--- src/rtl/alu_seq_pkg.sv ---
// Shared definitions for the ALU sequencer: data width, opcode map and FSM state encoding.
package alu_seq_pkg;

  localparam int DATA_W = 32;
  localparam int OP_W   = 4;

  typedef logic [OP_W-1:0] op_t;

  localparam op_t OP_AND  = 4'd0;
  localparam op_t OP_OR   = 4'd1;
  localparam op_t OP_ADD  = 4'd2;
  localparam op_t OP_SUB  = 4'd3;
  localparam op_t OP_XOR  = 4'd4;
  localparam op_t OP_SLL  = 4'd5;
  localparam op_t OP_SRL  = 4'd6;
  localparam op_t OP_SRA  = 4'd7;
  localparam op_t OP_SLT  = 4'd8;
  localparam op_t OP_SLTU = 4'd9;
  localparam op_t OP_MUL  = 4'd10;
  localparam op_t OP_DIV  = 4'd11;

  typedef enum logic [1:0] {
    IDLE,
    EXEC,
    DONE
  } state_t;

  function automatic logic is_muldiv(input op_t op);
    return (op == OP_MUL) || (op == OP_DIV);
  endfunction

  function automatic logic is_illegal(input op_t op);
    return op > OP_DIV;
  endfunction

endpackage

--- src/rtl/alu_seq_timer.sv ---
// Down-counter that times the EXEC phase: loadable, decrements on request, flags the last count.
module alu_seq_timer #(
  parameter int CNT_W = 3
) (
  input  logic             clock,
  input  logic             clear,
  input  logic             load,
  input  logic [CNT_W-1:0] load_val,
  input  logic             dec,
  output logic             zero_next
);

  logic [CNT_W-1:0] count;

  // NOTE: sequential state uses non-blocking assignments so every register samples pre-edge values.
  always_ff @(posedge clock) begin
    if (clear) begin
      count <= '0;
    end else if (load) begin
      count <= load_val;
    end else if (dec && (count != '0)) begin
      count <= count - CNT_W'(1);
    end
  end

  // The decrement happening on this edge takes the counter to zero.
  assign zero_next = (count == CNT_W'(1));

endmodule

--- src/rtl/alu_sequencer.sv ---
// Sequences one request at a time through an external combinational ALU and holds the response.
module alu_sequencer
  import alu_seq_pkg::*;
#(
  parameter int SHORT_WAIT  = 1,
  parameter int MULDIV_WAIT = 4
) (
  input  logic              clock,
  input  logic              clear,
  input  logic              req_valid,
  output logic              req_ready,
  input  logic [OP_W-1:0]   req_op,
  input  logic [DATA_W-1:0] req_a,
  input  logic [DATA_W-1:0] req_b,
  output logic [DATA_W-1:0] alu_a,
  output logic [DATA_W-1:0] alu_b,
  output logic [OP_W-1:0]   alu_cntrl,
  input  logic [DATA_W-1:0] alu_c_lo,
  input  logic [DATA_W-1:0] alu_c_hi,
  output logic              rsp_valid,
  input  logic              rsp_ready,
  output logic [DATA_W-1:0] rsp_lo,
  output logic [DATA_W-1:0] rsp_hi,
  output logic [OP_W-1:0]   rsp_op,
  output logic              err_div0,
  output logic              err_illegal
);

  localparam int MAX_WAIT = (SHORT_WAIT > MULDIV_WAIT) ? SHORT_WAIT : MULDIV_WAIT;
  localparam int CNT_W    = $clog2(MAX_WAIT + 1);

  state_t            state, state_next;
  logic              accept, capture, rsp_done, tmr_zero_next;
  logic [CNT_W-1:0]  wait_val;
  logic [DATA_W-1:0] cap_lo, cap_hi;
  logic              cap_div0, cap_ill;

  assign req_ready = (state == IDLE);
  assign accept    = req_ready && req_valid;
  assign capture   = (state == EXEC) && tmr_zero_next;
  assign rsp_done  = (state == DONE) && rsp_ready;
  assign wait_val  = is_muldiv(req_op) ? CNT_W'(MULDIV_WAIT) : CNT_W'(SHORT_WAIT);

  alu_seq_timer #(.CNT_W(CNT_W)) u_timer (
    .clock     (clock),
    .clear     (clear),
    .load      (accept),
    .load_val  (wait_val),
    .dec       (state == EXEC),
    .zero_next (tmr_zero_next)
  );

  always_ff @(posedge clock) begin
    if (clear) state <= IDLE;
    else       state <= state_next;
  end

  // NOTE: every combinational output gets a default first, so no path can infer a latch.
  always_comb begin
    state_next = state;
    case (state)
      IDLE:    if (req_valid)     state_next = EXEC;
      EXEC:    if (tmr_zero_next) state_next = DONE;
      DONE:    if (rsp_ready)     state_next = IDLE;
      default:                    state_next = IDLE;
    endcase
  end

  // Divide-by-zero and illegal opcodes are resolved here; the ALU result is ignored for them.
  always_comb begin
    cap_lo   = alu_c_lo;
    cap_hi   = '0;
    cap_div0 = 1'b0;
    cap_ill  = 1'b0;
    if (is_illegal(alu_cntrl)) begin
      cap_lo  = '0;
      cap_ill = 1'b1;
    end else if ((alu_cntrl == OP_DIV) && (alu_b == '0)) begin
      cap_lo   = '1;
      cap_hi   = alu_a;
      cap_div0 = 1'b1;
    end else if (is_muldiv(alu_cntrl)) begin
      cap_hi = alu_c_hi;
    end
  end

  always_ff @(posedge clock) begin
    if (clear) begin
      alu_a       <= '0;
      alu_b       <= '0;
      alu_cntrl   <= '0;
      rsp_valid   <= 1'b0;
      rsp_lo      <= '0;
      rsp_hi      <= '0;
      rsp_op      <= '0;
      err_div0    <= 1'b0;
      err_illegal <= 1'b0;
    end else begin
      if (accept) begin
        alu_a     <= req_a;
        alu_b     <= req_b;
        alu_cntrl <= req_op;
      end
      if (capture) begin
        rsp_valid   <= 1'b1;
        rsp_lo      <= cap_lo;
        rsp_hi      <= cap_hi;
        rsp_op      <= alu_cntrl;
        err_div0    <= cap_div0;
        err_illegal <= cap_ill;
      end else if (rsp_done) begin
        rsp_valid   <= 1'b0;
        err_div0    <= 1'b0;
        err_illegal <= 1'b0;
      end
    end
  end

endmodule

--- config.mk ---
export PLATFORM = sky130hd
export DESIGN_NAME = alu_sequencer
export DESIGN_NICKNAME = d
export VERILOG_FILES = /design/src/rtl/alu_seq_pkg.sv /design/src/rtl/alu_seq_timer.sv /design/src/rtl/alu_sequencer.sv
export SDC_FILE = /design/constraint.sdc
export NUM_CORES = 1
export LEC_CHECK = 0
export CAP_MARGIN = 10
export CORE_ASPECT_RATIO = 1.4
export CORE_MARGIN = 1
export CORE_UTILIZATION = 44
export CTS_BUF_LIST = sky130_fd_sc_hd__clkbuf_4
export CTS_CLUSTER_DIAMETER = 40
export DETAILED_ROUTE_END_ITERATION = 8
export PLACE_DENSITY = 0.85
export SLEW_MARGIN = 20
export SYNTH_ARGS = -nofsm -noshare
export SYNTH_HDL_FRONTEND = slang
export SYNTH_SLANG_ARGS = --single-unit
export TNS_END_PERCENT = 10
--- constraint.sdc ---
create_clock -name clock -period 2.3 [get_ports clock]
set_input_delay 0.46 -clock clock [delete_from_list [all_inputs] [get_ports clock]]
set_output_delay 0.46 -clock clock [all_outputs]
set_load 0.005 [all_outputs]
# Yosys cells after proc, flatten, opt, wreduce, memory -nomap -nowiden
# Index checks and enable logic that the tools add are counted.
classes:
  add_sub_neg: 1
  n_lt_le_gt_ge: 1
  mux: 19
  eq_ne: 10
  reduce_logical: 13
ops:
  columns: ["cell", "count"]
  rows:
  - ["$mux W32", 5]
  - ["$logic_not A32 Y1", 1]
  - ["$eq A4 B4 Y1 const B", 4]
  - ["$mux W3", 3]
  - ["$mux W1", 7]
  - ["$mux W2", 3]
  - ["$ne A2 B2 Y1 const B", 3]
  - ["$pmux W2 S3", 1]
  - ["$logic_and A1 B1 Y1", 5]
  - ["$gt A4 B4 Y1 const B", 1]
  - ["$reduce_bool A2 Y1", 2]
  - ["$eq A3 B1 Y1 const B", 1]
  - ["$reduce_and A3 Y1", 1]
  - ["$reduce_bool A3 Y1", 1]
  - ["$sub A3 B1 Y3 const B", 1]
  - ["$eq A2 B1 Y1 const B", 1]
  - ["$eq A2 B2 Y1 const B", 1]
  - ["$logic_not A2 Y1", 1]
  - ["$logic_or A1 B1 Y1", 2]
totals:
  regBits: 144
  word_cells: 55
  out_inout_bits: 140

# Logic depth before layout (Yosys ltp)
depth:
  word_depth: 5
  depth_mapped: 9
  mapped_depth_nobuf: 6

# Hierarchy
# From an unflattened synthesis, not the netlist that was laid out.
hier_totals:
  cells_unflattened: 781
  area_unflattened_um2: 6525.0
modules_own_cells:
  columns: ["module", "n_inst", "area_each_um2", "cells_each"]
  rows:
  - ["alu_sequencer", 1, 6282.3, 756]
  - ["alu_seq_timer", 1, 242.7, 25]

# Worst setup path after synthesis
# No wires, ideal clock.
synth_timing:
  path_type: "register to register"
  from: "register u_timer.count[1]"
  to: "register rsp_lo[10]"
  arrival_ps: 1588
  path_slack_ps: 560
  stages_incl_launch_ff: 9
  setup_ps: 152
  required_ps: 2148
  path_cell_list: "dfxtp_1 -> inv_1 -> ha_1 -> nand4bb_1 -> buf_2 -> a21o_1 -> buf_2 -> clkbuf_1 -> a221oi_2"
synth_via:
  elab_chain_cells: 2
synth_rtl:
  columns: ["item", "line", "source"]
  rows:
  - ["start, declared", "alu_seq_timer.sv:13", "logic [CNT_W-1:0] count;"]
  - ["start signal, assigned", "alu_seq_timer.sv:20", "count <= load_val;"]
  - ["start signal, assigned", "alu_seq_timer.sv:22", "count <= count - CNT_W'(1);"]
  - ["$eq A3 B1 Y1", "alu_seq_timer.sv:27", "assign zero_next = (count == CNT_W'(1));"]
  - ["$logic_and A1 B1 Y1", "alu_sequencer.sv:40", "assign capture = (state == EXEC) && tmr_zero_next;"]
  - ["end signal, assigned", "alu_sequencer.sv:106", "rsp_lo <= cap_lo;"]
  - ["end, declared", "alu_sequencer.sv:22", "output logic [DATA_W-1:0] rsp_lo,"]
# Every way passes these cells.
# A chain may end at the register's enable or synchronous reset.

# Final worst setup path
layout_timing:
  from: "register state[0]"
  to: "output port req_ready"
layout_via:
  elab_chain_cells: 1
layout_rtl:
  columns: ["item", "line", "source"]
  rows:
  - ["start, declared", "alu_sequencer.sv:32", "state_t state, state_next;"]
  - ["start signal, assigned", "alu_sequencer.sv:55", "else state <= state_next;"]
  - ["$logic_not A2 Y1", "alu_sequencer.sv:38", "assign req_ready = (state == IDLE);"]
  - ["end, declared", "alu_sequencer.sv:11", "output logic req_ready,"]
# Every way passes these cells.

==> metrics.txt <==
outcome finished clean; Hold Vio Cnt, Final 0; most frequent cells in the layout clkdlybuf4s50_1, nand2_1, dfxtp_1; area grow syn2layout 48.8%; pwr/cell area 560 mW/mm^2; Max Clk Rate between 400 and 500 MHz; vias between 6000 and 7000; worst min path class primary input to flop; CP Max Fanout 9; most common cell after layout, fill and taps aside clkdlybuf4s50_1; gpl congestion about 0.83; Setup crit start kind flop; RSZ-0062 raised after global routing false; die area 0.0153 mm^2; first-pass GRT wire length approximately 33000 um; Clock Tree Buf Depth 2; WL per Instance between 15 and 20 um; Syn Std Cell Area between 0.006 and 0.007 mm^2; Post-CTS Setup Inserts 0; Final Skew 22.8 ps; final setup fails 0; max-cap violations 0; clk sinks approximately 140; syn_area_per_cell ~8.4 um^2; hold_ws 316 ps; crit path max-delay cell type clkdlybuf4s50_1; Via-to-Cell Ratio 5.59; # DRC 0; LEAKAGE ~0.0032 uW; Final Cell Area ~0.0097 mm^2; Slew Viols, Final 0; Worst Setup Path Type flop to output port; GR Overflow Total 0; slew margin rel. 0.690; Initial Utilization 0.450; I/O Buffers between 200 and 300; clk_lat worst skew roughly 540 ps; crit share post-route 0.973; critical path data required time 1840 ps; Placed Instance Area roughly 0.0094 mm^2; Root Buffer clkbuf_4; CTS Buf Count 17; DR pass1 iterations 5; Layout Nets between 1000 and 1500; family with the most delay on the worst path buffers and inverters; hold buffers post-CTS 0; area of the core between 0.01 and 0.015 mm^2; CTS tree done; cts repair resizes 0; critical path cell sequence nor2_1, clkdlybuf4s50_1; drt first-iter violations around 430; Worst-Margin Slew between 400 and 500 ps; vias in the first global route about 6500; Cell variety after synth 38; sequential-to-total area share from yosys stat 0.443; Ys Warns 0; layout cells sized above 1 0.0878; Row Count 52; wirelength, routed approximately 21000 um; syn_nets roughly 920; CP max stage delay approximately 560 ps; setup TNS 0 ps; H-tree depth 4; die boundary height 146 um; Worst setup EP type output port; Mapped Cells ~800; Final Util 0.670; final worst path period need approximately 2200 ps; CP arrival 1780 ps; clock slew at reported path FFs around 130 ps; GRT Total Usage 0.266; flops & latches, synth 144; peak supply drop approximately 0.00046 V; Detail Placement HPWL 13900 um; initial antenna violation count 1; Final ANT Viol Nets 0; Die X about 100 um; largest net degree at the start of global routing 114; Worst Path Buf+Inv 1; IO Pins around 280
[worst paths after layout]
path | start | to | slack, ps | cells past startpoint
worst max-delay path | state[0] | req_ready | 60 | 2
worst min-delay path | clear | alu_a[3] | 320 | 2
worst max register to register | alu_b[23] | rsp_hi[30] | 370 | 5
worst min register to register | rsp_valid | rsp_valid | 470 | 2
[routing by layer]
layer / global-route usage / share of wire / up-vias
met4: 0.140 / 0.045 / 0
met1: 0.302 / 0.39 / 3159
li1: - / - / 3270
met5: 0 / 0 / -
met3: 0.0708 / 0.068 / 61
met2: 0.456 / 0.50 / 298
[report_power, final]
part | leakage [uW] | internal, uW | switching [uW]
clock | 0.000146 | 672 | 987
sequential | 0.00117 | 2600 | 95.8
combinational | 0.00191 | 559 | 505
total | 0.00323 | 3830 | 1590
[registers in the layout, summed over array words and instances (netlist names)]
name	flops
u_timer.count	3
err_div0	1
rsp_hi	32
alu_cntrl	4
rsp_lo	32
alu_b	32
rsp_op	4
state	2
alu_a	32
rsp_valid	1
err_illegal	1
[logic make-up after synthesis]
group | share of synthesized area
multiplexers | 0.00616
flip-flops | 0.443
AO/OA/AOI/OAI | 0.332
buffers and inverters | 0.0575
adder cells (fa/ha/maj) | 0.00577
AND/OR/NAND/NOR | 0.155
[cell usage after synthesis (all sizes together)]
cell | number | area (um^2)
nand4bb | 1 | 11.3
inv | 3 | 11.3
buf | 26 | 160
clkbuf | 54 | 203
a31oi | 33 | 206
a2111oi | 1 | 8.76
o31ai | 1 | 7.51
nor2 | 7 | 26.3
mux2i | 4 | 40.0
or3b | 2 | 17.5
nand4b | 1 | 8.76
nor4b | 1 | 8.76
and2 | 1 | 6.26
nand2b | 2 | 12.5
o21bai | 1 | 7.51
or4 | 1 | 11.3
a22o | 32 | 280
dfxtp | 144 | 2880
nor2b | 2 | 12.5
and3b | 1 | 8.76
nor4 | 5 | 31.3
ha | 3 | 37.5
nor3 | 6 | 41.3
and3 | 1 | 6.26
o22ai | 1 | 6.26
a221oi | 32 | 462
a21o | 33 | 248
nand3 | 1 | 10.0
nand3b | 1 | 7.51
or3 | 1 | 6.26
a211oi | 33 | 248
and4 | 2 | 17.5
a21oi | 137 | 686
nand2 | 204 | 766
[layout make-up]
cell class | instances | area, um^2
timing repair buffer | 295 | 2990
clock inverter | 14 | 156
fill | 1172 | 4770
multi-input combinational | 551 | 3270
antenna | 1 | 2.50
inverter | 3 | 11.3
tap | 189 | 236
sequential | 144 | 2880
clock buffer | 18 | 135
[through the flow]
stage / setup slack [ps] / power (uW) / instances
final: 61.9 / 5420 / 1215
after global routing: 6.45 / 5680 / 1215
after CTS: 34.6 / 5470 / 1214
after detailed placement: 130 / 3810 / 1182
after global placement: 173 / 3800 / 1182
after floorplan: 560 / 3200 / 778
No activity file was read; power rests on OpenSTA's default activity.
